File: src/rtl/hamming16.sv
// 16-bit population counter built as a balanced adder tree, with combinational
// parity/zero/full flags and a registered copy of the count.
module hamming16 (
   input  logic        clk,
   input  logic        rst_n,
   input  logic [15:0] x,
   output logic [4:0]  count,
   output logic [4:0]  count_q,
   output logic        parity,
   output logic        zero,
   output logic        full
);

   // Each tree level widens its result by one bit so no carry is dropped.
   function automatic logic [1:0] sum_l1(input logic a, input logic b);
      return {1'b0, a} + {1'b0, b};
   endfunction

   function automatic logic [2:0] sum_l2(input logic [1:0] a, input logic [1:0] b);
      return {1'b0, a} + {1'b0, b};
   endfunction

   function automatic logic [3:0] sum_l3(input logic [2:0] a, input logic [2:0] b);
      return {1'b0, a} + {1'b0, b};
   endfunction

   function automatic logic [4:0] sum_l4(input logic [3:0] a, input logic [3:0] b);
      return {1'b0, a} + {1'b0, b};
   endfunction

   function automatic logic parity16(input logic [15:0] v);
      return ^v;
   endfunction

   logic [1:0] l1_s [8];
   logic [2:0] l2_s [4];
   logic [3:0] l3_s [2];
   logic [4:0] sum_s;
   logic [4:0] count_d;
   logic [4:0] count_reg_q;

   // Level 1: adjacent bit pairs.
   always_comb begin
      l1_s[0] = sum_l1(x[0],  x[1]);
      l1_s[1] = sum_l1(x[2],  x[3]);
      l1_s[2] = sum_l1(x[4],  x[5]);
      l1_s[3] = sum_l1(x[6],  x[7]);
      l1_s[4] = sum_l1(x[8],  x[9]);
      l1_s[5] = sum_l1(x[10], x[11]);
      l1_s[6] = sum_l1(x[12], x[13]);
      l1_s[7] = sum_l1(x[14], x[15]);
   end

   // Levels 2-4: fold the partial sums down to a single 5-bit total.
   always_comb begin
      l2_s[0] = sum_l2(l1_s[0], l1_s[1]);
      l2_s[1] = sum_l2(l1_s[2], l1_s[3]);
      l2_s[2] = sum_l2(l1_s[4], l1_s[5]);
      l2_s[3] = sum_l2(l1_s[6], l1_s[7]);
      l3_s[0] = sum_l3(l2_s[0], l2_s[1]);
      l3_s[1] = sum_l3(l2_s[2], l2_s[3]);
      sum_s   = sum_l4(l3_s[0], l3_s[1]);
   end

   assign count   = sum_s;
   assign parity  = parity16(x);
   assign zero    = (sum_s == 5'd0);
   assign full    = (sum_s == 5'd16);
   assign count_d = sum_s;

   // Registered count; cleared asynchronously and held at zero during reset.
   always_ff @(posedge clk or negedge rst_n) begin
      if (!rst_n) begin
         count_reg_q <= 5'd0;
      end else begin
         count_reg_q <= count_d;
      end
   end

   assign count_q = count_reg_q;

endmodule

File: config.mk
export PLATFORM = sky130hd
export DESIGN_NAME = hamming16
export DESIGN_NICKNAME = d
export VERILOG_FILES = /design/src/rtl/hamming16.sv
export SDC_FILE = /design/constraint.sdc
export NUM_CORES = 1
export LEC_CHECK = 0
export BUFFER_PORTS_ARGS = -buffer_cell sky130_fd_sc_hd__buf_4
export CORE_MARGIN = 4
export CORE_UTILIZATION = 31
export DETAILED_ROUTE_END_ITERATION = 12
export PLACE_DENSITY = 0.56
export SYNTH_ARGS = -nofsm -noshare
export SYNTH_HDL_FRONTEND = slang
export SYNTH_SLANG_ARGS = --single-unit
File: constraint.sdc
create_clock -name clk -period 7.2 [get_ports clk]
set_input_delay 1.44 -clock clk [delete_from_list [all_inputs] [get_ports clk]]
set_output_delay 1.44 -clock clk [all_outputs]
set_load 0.03 [all_outputs]
==> flow_summary.json, run 1 <==
{
  "fp.coreArea_um2": 2042,
  "post_route_antenna_net_violation_count": 0,
  "pin_count_of_the_biggest_net_entering_global_routing": 6,
  "post_cts_resize_count": 0,
  "yosys.area.top_type": "fa_1",
  "worst_pin_slew_ps": 412.7,
  "insertedDiodeCount": 0,
  "post_synth.cell_area_avg_um2": 9.645,
  "area_delta_synth_final_pct": 41.08,
  "run_status": "finished clean",
  "synth.top_cells.by_area": "fa_1, xnor2_1, dfrtp_1",
  "cp_data_arrival_time_ps": 4980,
  "cts_post_setup_buffers_inserted": 0,
  "starting_density_of_the_core_pct": 34.01,
  "grtUsageTotal_pct": 8.563,
  "net_count_of_the_finished_layout": 141,
  "synthCells": 72,
  "final_period_util_pct": 89.12,
  "yosysWarningCount": 0,
  "fin_total_pwr_w": 0.0004194,
  "grt.met3_usage_pct": 3.030,
  "critical_path.max_fanout": 3,
  "timing.final.max_slew_violations": 0,
  "slew_headroom_pct": 72.20,
  "first_pass_iters": 4,
  "post_drt_wl_per_cell_um": 9.053,
  "worst_ir_drop_vdd_uv": 289.7,
  "most_congested_layer_reported_by_global_routing": "met2",
  "die_w_um": 55.33,
  "via_count_of_the_first_global_routing_pass": 531,
  "numCtsBuffers": 3,
  "initial_antenna_violation_count": 0,
  "syn_nets": 106,
  "post_drt_via_cell_ratio": 3.887,
  "clock_sink_count": 5,
  "drt-total-wl_mm": 1.204,
  "layout-drive-gt1-share_pct": 33.02,
  "global_route.overflow_total": 0,
  "tritoncts": "done",
  "grt_pass1_wl_mm": 2.152,
  "yosys_register_bits": 5,
  "pin_count": 31,
  "io_buffer_count": 30,
  "dr.first_iter.drc_count": 10,
  "cts.htree.levels": 1,
  "drc": 0,
  "rows": 16,
  "netlist-cell-type-count": 14,
  "timing.final.crit_period_ps": 6417,
  "critical_path_class": "input pin to primary output",
  "clock_root_buffer": "clkbuf_4",
  "flip_flop_count_of_the_largest_register_all_copies_and_words_added": 5,
  "endpoints_failing_setup": 0,
  "globalRouteMet1Util_pct": 9.544,
  "static_leakage_nw": 0.5415,
  "gp_congestion": 0.7244,
  "fillers": 219,
  "path_clk_slew_ps": 40,
  "worstSetupEndpoint": "full",
  "crit_start": "x[0]",
  "detailedPlacementHpwl_mm": 1.161,
  "cp-start-kind": "input pin",
  "cts_hold_buffers": 0,
  "setup_total_negative_slack_ps": 0,
  "hold_viol_final": 0,
  "grt_setup_unrepaired": "false",
  "syn-cell-area_um2": 694.4,
  "drv.max_cap_violation_count": 0,
  "hold_path.class": "input pin to asynchronous set/reset pin",
  "peak_clock_frequency_supported_by_timing_mhz": 155.8,
  "netlist.area_leader.share_pct": 28.83,
  "seq_area_frac_synth_pct": 18.02,
  "die_h_um": 55.33,
  "die_area_um2": 3061,
  "ctsLongestPathBuffers": 2,
  "grt_use_met2_pct": 14.86,
  "cp_data_required_time_ps": 5760,
  "category_of_the_worst_setup_path_capture_point": "primary output",
  "powerDensity_nw_per_um2": 428.1,
  "num_vias": 517
}
## metal layers
layer	vias to the layer above	routed length (um)	part of all wire, %
met2	13	624	52
met5	-	0	0
met1	237	508	42
li1	267	-	-
met3	0	72	6.0
met4	0	0	0
## worst min-delay path by stage
stage	from	end	slack, ps	cells after the start
6_report	rst_n	count_q[1]	990	1
5_1_grt	rst_n	count_q[1]	980	1
4_1_cts	rst_n	count_q[1]	990	1
3_5_place_dp	rst_n	count_q[4]	1240	1
3_3_place_gp	rst_n	count_q[4]	1240	1
2_1_floorplan	rst_n	count_q[0]	1140	0
## layout by cell type (no fill, tap or decap)
cell,Yosys,final
inv_1,27,27
xor2_1,1,1
nor2b_1,1,1
o21ai_0,1,1
a21oi_2,1,1
clkbuf_1,0,1
nor3b_2,1,1
xnor2_1,15,15
dfrtp_1,5,5
nor3_1,1,1
fa_1,10,10
buf_4,0,30
nor2_1,1,1
clkbuf_4,0,3
nand2_1,1,1
ha_1,6,6
a21o_1,1,1
## critical path, stage by stage
cell	delay [ps]
buf_4	90
inv_1	50
fa_1	550
fa_1	440
fa_1	530
fa_1	410
inv_1	70
ha_1	160
inv_1	50
fa_1	400
xnor2_1	180
nor3_1	230
nor3b_2	200
buf_4	180
## cell type report
| cell class | instances | area, um^2 | share of cell area (%) |
|---|---|---|---|
| well taps | 27 | 33.78 | 3.448 |
| repair buffers | 30 | 225.2 | 22.99 |
| flip-flops and latches | 5 | 125.1 | 12.77 |
| multi-input cells | 40 | 467.9 | 47.77 |
| clock buffers | 4 | 26.28 | 2.682 |
| inverters | 27 | 101.3 | 10.34 |
## per-stage QoR
| step | setup slack (ps) | area (um^2) | util, % | hold WS, ps | cells |
|---|---|---|---|---|---|
| after floorplan | 710.0 | 694.4 | - | 1144 | 72 |
| after global placement | 779.5 | 953.4 | 46.69 | 1242 | 129 |
| after detailed placement | 739.9 | 953.4 | 46.69 | 1245 | 129 |
| after CTS | 757.8 | 979.7 | 47.98 | 985.7 | 133 |
| after global routing | 529.5 | 979.7 | 47.98 | 979.5 | 133 |
| final | 783.5 | 979.7 | 47.98 | 989.4 | 133 |
## synthesized netlist by cell type
library cell   n
a21oi_2        1
ha_1           6
nor2b_1        1
fa_1          10
nand2_1        1
nor3_1         1
inv_1         27
nor3b_2        1
xnor2_1       15
nor2_1         1
dfrtp_1        5
a21o_1         1
xor2_1         1
o21ai_0        1
## power breakdown
group / internal (W) / switching (W) / leakage (nW) / total (W)
logic: 0.000136 / 0.000207 / 0.466 / 0.000342
clock network: 0.0000209 / 0.0000110 / 0.0150 / 0.0000319
registers: 0.0000422 / 0.00000304 / 0.0609 / 0.0000452
## logic make-up after synthesis
logic type,synth area share [%]
AOI/OAI and AO/OA,3.063
xor gates and xnor gates,20.18
adders and majority gates,39.64
buffers and inverters,14.59
DFF,18.02
and+or+nand+nor,4.503
(Power assumes the default switching activity.)
==> run 2, diff against run 1 <==
CORE_UTILIZATION = 25   (was 31)
PLACE_DENSITY = 0.49   (was 0.56)
==> run 2 against run 1 <==
Compared with the run above: sequential power hardly changed; wire length fell by 0.83%; clock-buffer cell count stayed put; fmax is essentially flat; clock power hardly changed; design area increased by 0.38%; setup slack got worse by 3.2 ps; hold slack barely moved; non-clock buffer count unchanged; via count is 1.7% lower; total power is 0.33% higher; final cell count increased by 2.3%.
==> flow_summary.json, run 2 (synthesis gave the netlist of run 1 again) <==
{
  "powerDensity_nw_per_um2": 427.9,
  "post_drt_via_cell_ratio": 3.735,
  "peak_clock_frequency_supported_by_timing_mhz": 155.8,
  "endpoints_failing_setup": 0,
  "cp_data_arrival_time_ps": 4980,
  "setup_ws_ps": 780.3,
  "via_count_of_the_first_global_routing_pass": 496,
  "static_leakage_nw": 0.5415,
  "die_area_um2": 3685,
  "cp-start-kind": "input pin",
  "initial_antenna_violation_count": 0,
  "num_vias": 508,
  "starting_density_of_the_core_pct": 27.05,
  "grt_pass1_wl_mm": 2.021,
  "io_buffer_count": 30,
  "grtUsageTotal_pct": 7.149,
  "rows": 18,
  "timing.critical_path.slowest_stage_cell": "fa_1",
  "numCtsBuffers": 3,
  "worst_ir_drop_vdd_uv": 272.3,
  "clock_sink_count": 5,
  "timing.final.crit_period_ps": 6420,
  "slew_headroom_pct": 75.38,
  "cts_hold_buffers": 0,
  "cts.htree.levels": 1,
  "setup_total_negative_slack_ps": 0,
  "dr.first_iter.drc_count": 12,
  "critical_path.max_fanout": 3,
  "power.internal_w": 0.0001990,
  "finalNonFillerCells": 136,
  "fp.coreArea_um2": 2567,
  "swShare_pct": 52.72,
  "final_period_util_pct": 89.16,
  "detailedPlacementHpwl_mm": 1.161,
  "layout_common_cells": "buf_4, inv_1, xnor2_1",
  "pre_cts_ws_ps": 761.2,
  "power.sequential.fraction_pct": 10.8,
  "final_common_cell": "buf_4",
  "family_with_the_most_delay_on_the_worst_path": "adder cells",
  "post_drt_wl_per_cell_um": 8.779,
  "post_cts_resize_count": 0,
  "gp_congestion": 0.6817,
  "global_route.overflow_total": 0,
  "first_pass_iters": 4,
  "category_of_the_worst_setup_path_capture_point": "primary output",
  "timing.final.max_slew_violations": 0,
  "die_w_um": 60.71,
  "crit_path_cell_trace": "buf_4, inv_1, fa_1, fa_1, fa_1, fa_1, inv_1, ha_1, inv_1, fa_1, xnor2_1, nor3_1, nor3b_2, buf_4",
  "drc": 0,
  "drv.max_cap_violation_count": 0,
  "hold_path.class": "input pin to asynchronous set/reset pin",
  "cts_post_setup_buffers_inserted": 0,
  "post_route_antenna_net_violation_count": 0,
  "count_of_placed_standard_cells_including_taps": 132,
  "critical_path.max_stage_delay_ps": 560,
  "run_status": "finished clean",
  "critical_path_class": "input pin to primary output",
  "die_h_um": 60.71,
  "flip_flop_count_of_the_largest_register_all_copies_and_words_added": 5,
  "grt_setup_unrepaired": "false",
  "area_delta_synth_final_pct": 41.62,
  "worst_pin_slew_ps": 365.4,
  "crit_path_frequent_cell": "fa_1",
  "pin_count_of_the_biggest_net_entering_global_routing": 6,
  "ctsLongestPathBuffers": 2,
  "pwr-share-comb_pct": 81.6,
  "insertedDiodeCount": 0,
  "tritoncts": "done",
  "p_sw_w": 0.0002218,
  "clock_root_buffer": "clkbuf_4",
  "layout-drive-gt1-share_pct": 33.02,
  "pin_count": 31,
  "net_count_of_the_finished_layout": 141,
  "cp_data_required_time_ps": 5760,
  "drt-total-wl_mm": 1.194,
  "path_clk_slew_ps": 40,
  "critical_path_buf_inv_count": 5,
  "p_clk_share_pct": 7.7,
  "hold_viol_final": 0
}
run 2: cell counts in the layout (fill, tap and decap cells not counted):
Identical to the previous run, type by type.
run 2: worst max-delay path by stage:
stage / from / endpoint / slack [ps] / depth (start not counted)
CTS: x[0] / full / 750 / 14
finish: x[0] / full / 780 / 14
floorplan: x[0] / zero / 710 / 13
global route: x[0] / full / 560 / 14
detailed placement: x[0] / full / 760 / 14
global placement: x[0] / full / 770 / 14
run 2: layer usage:
layer	share of wire (%)	vias to the layer above	global-route usage, %
met3	7.2	0	2.553
met2	53	10	10.23
met1	40	231	10.24
met4	0	0	1.858
met5	0	-	0
li1	-	267	-
run 2: final cells by class:
type	instances	area, um^2
Sequential cell	5	125.1
Fill cell	276	1584
Timing Repair Buffer	30	225.2
Multi-Input combinational cell	40	467.9
Tap cell	30	37.54
Clock buffer	4	26.28
Inverter	27	101.3
run 2: per-stage QoR:
stage                     power [W]  utilization (%)  cell area, um^2  hold slack [ps]
after global placement    0.0003941            37.28            957.2             1242
after floorplan           0.0002841                -            694.4             1144
after global routing      0.0004605            38.30            983.4            973.7
after CTS                 0.0004307            38.30            983.4            982.8
final                     0.0004208            38.30            983.4            989.7
after detailed placement  0.0003966            37.28            957.2             1244
run 2: power groups by stage:
stage | combinational, W | sequential, W | clock (W)
finish | 0.000343 | 0.0000454 | 0.0000322
global route | 0.000378 | 0.0000468 | 0.0000356
CTS | 0.000351 | 0.0000455 | 0.0000338
detailed placement | 0.000351 | 0.0000459 | 0
global placement | 0.000349 | 0.0000456 | 0
floorplan | 0.000213 | 0.0000715 | 0
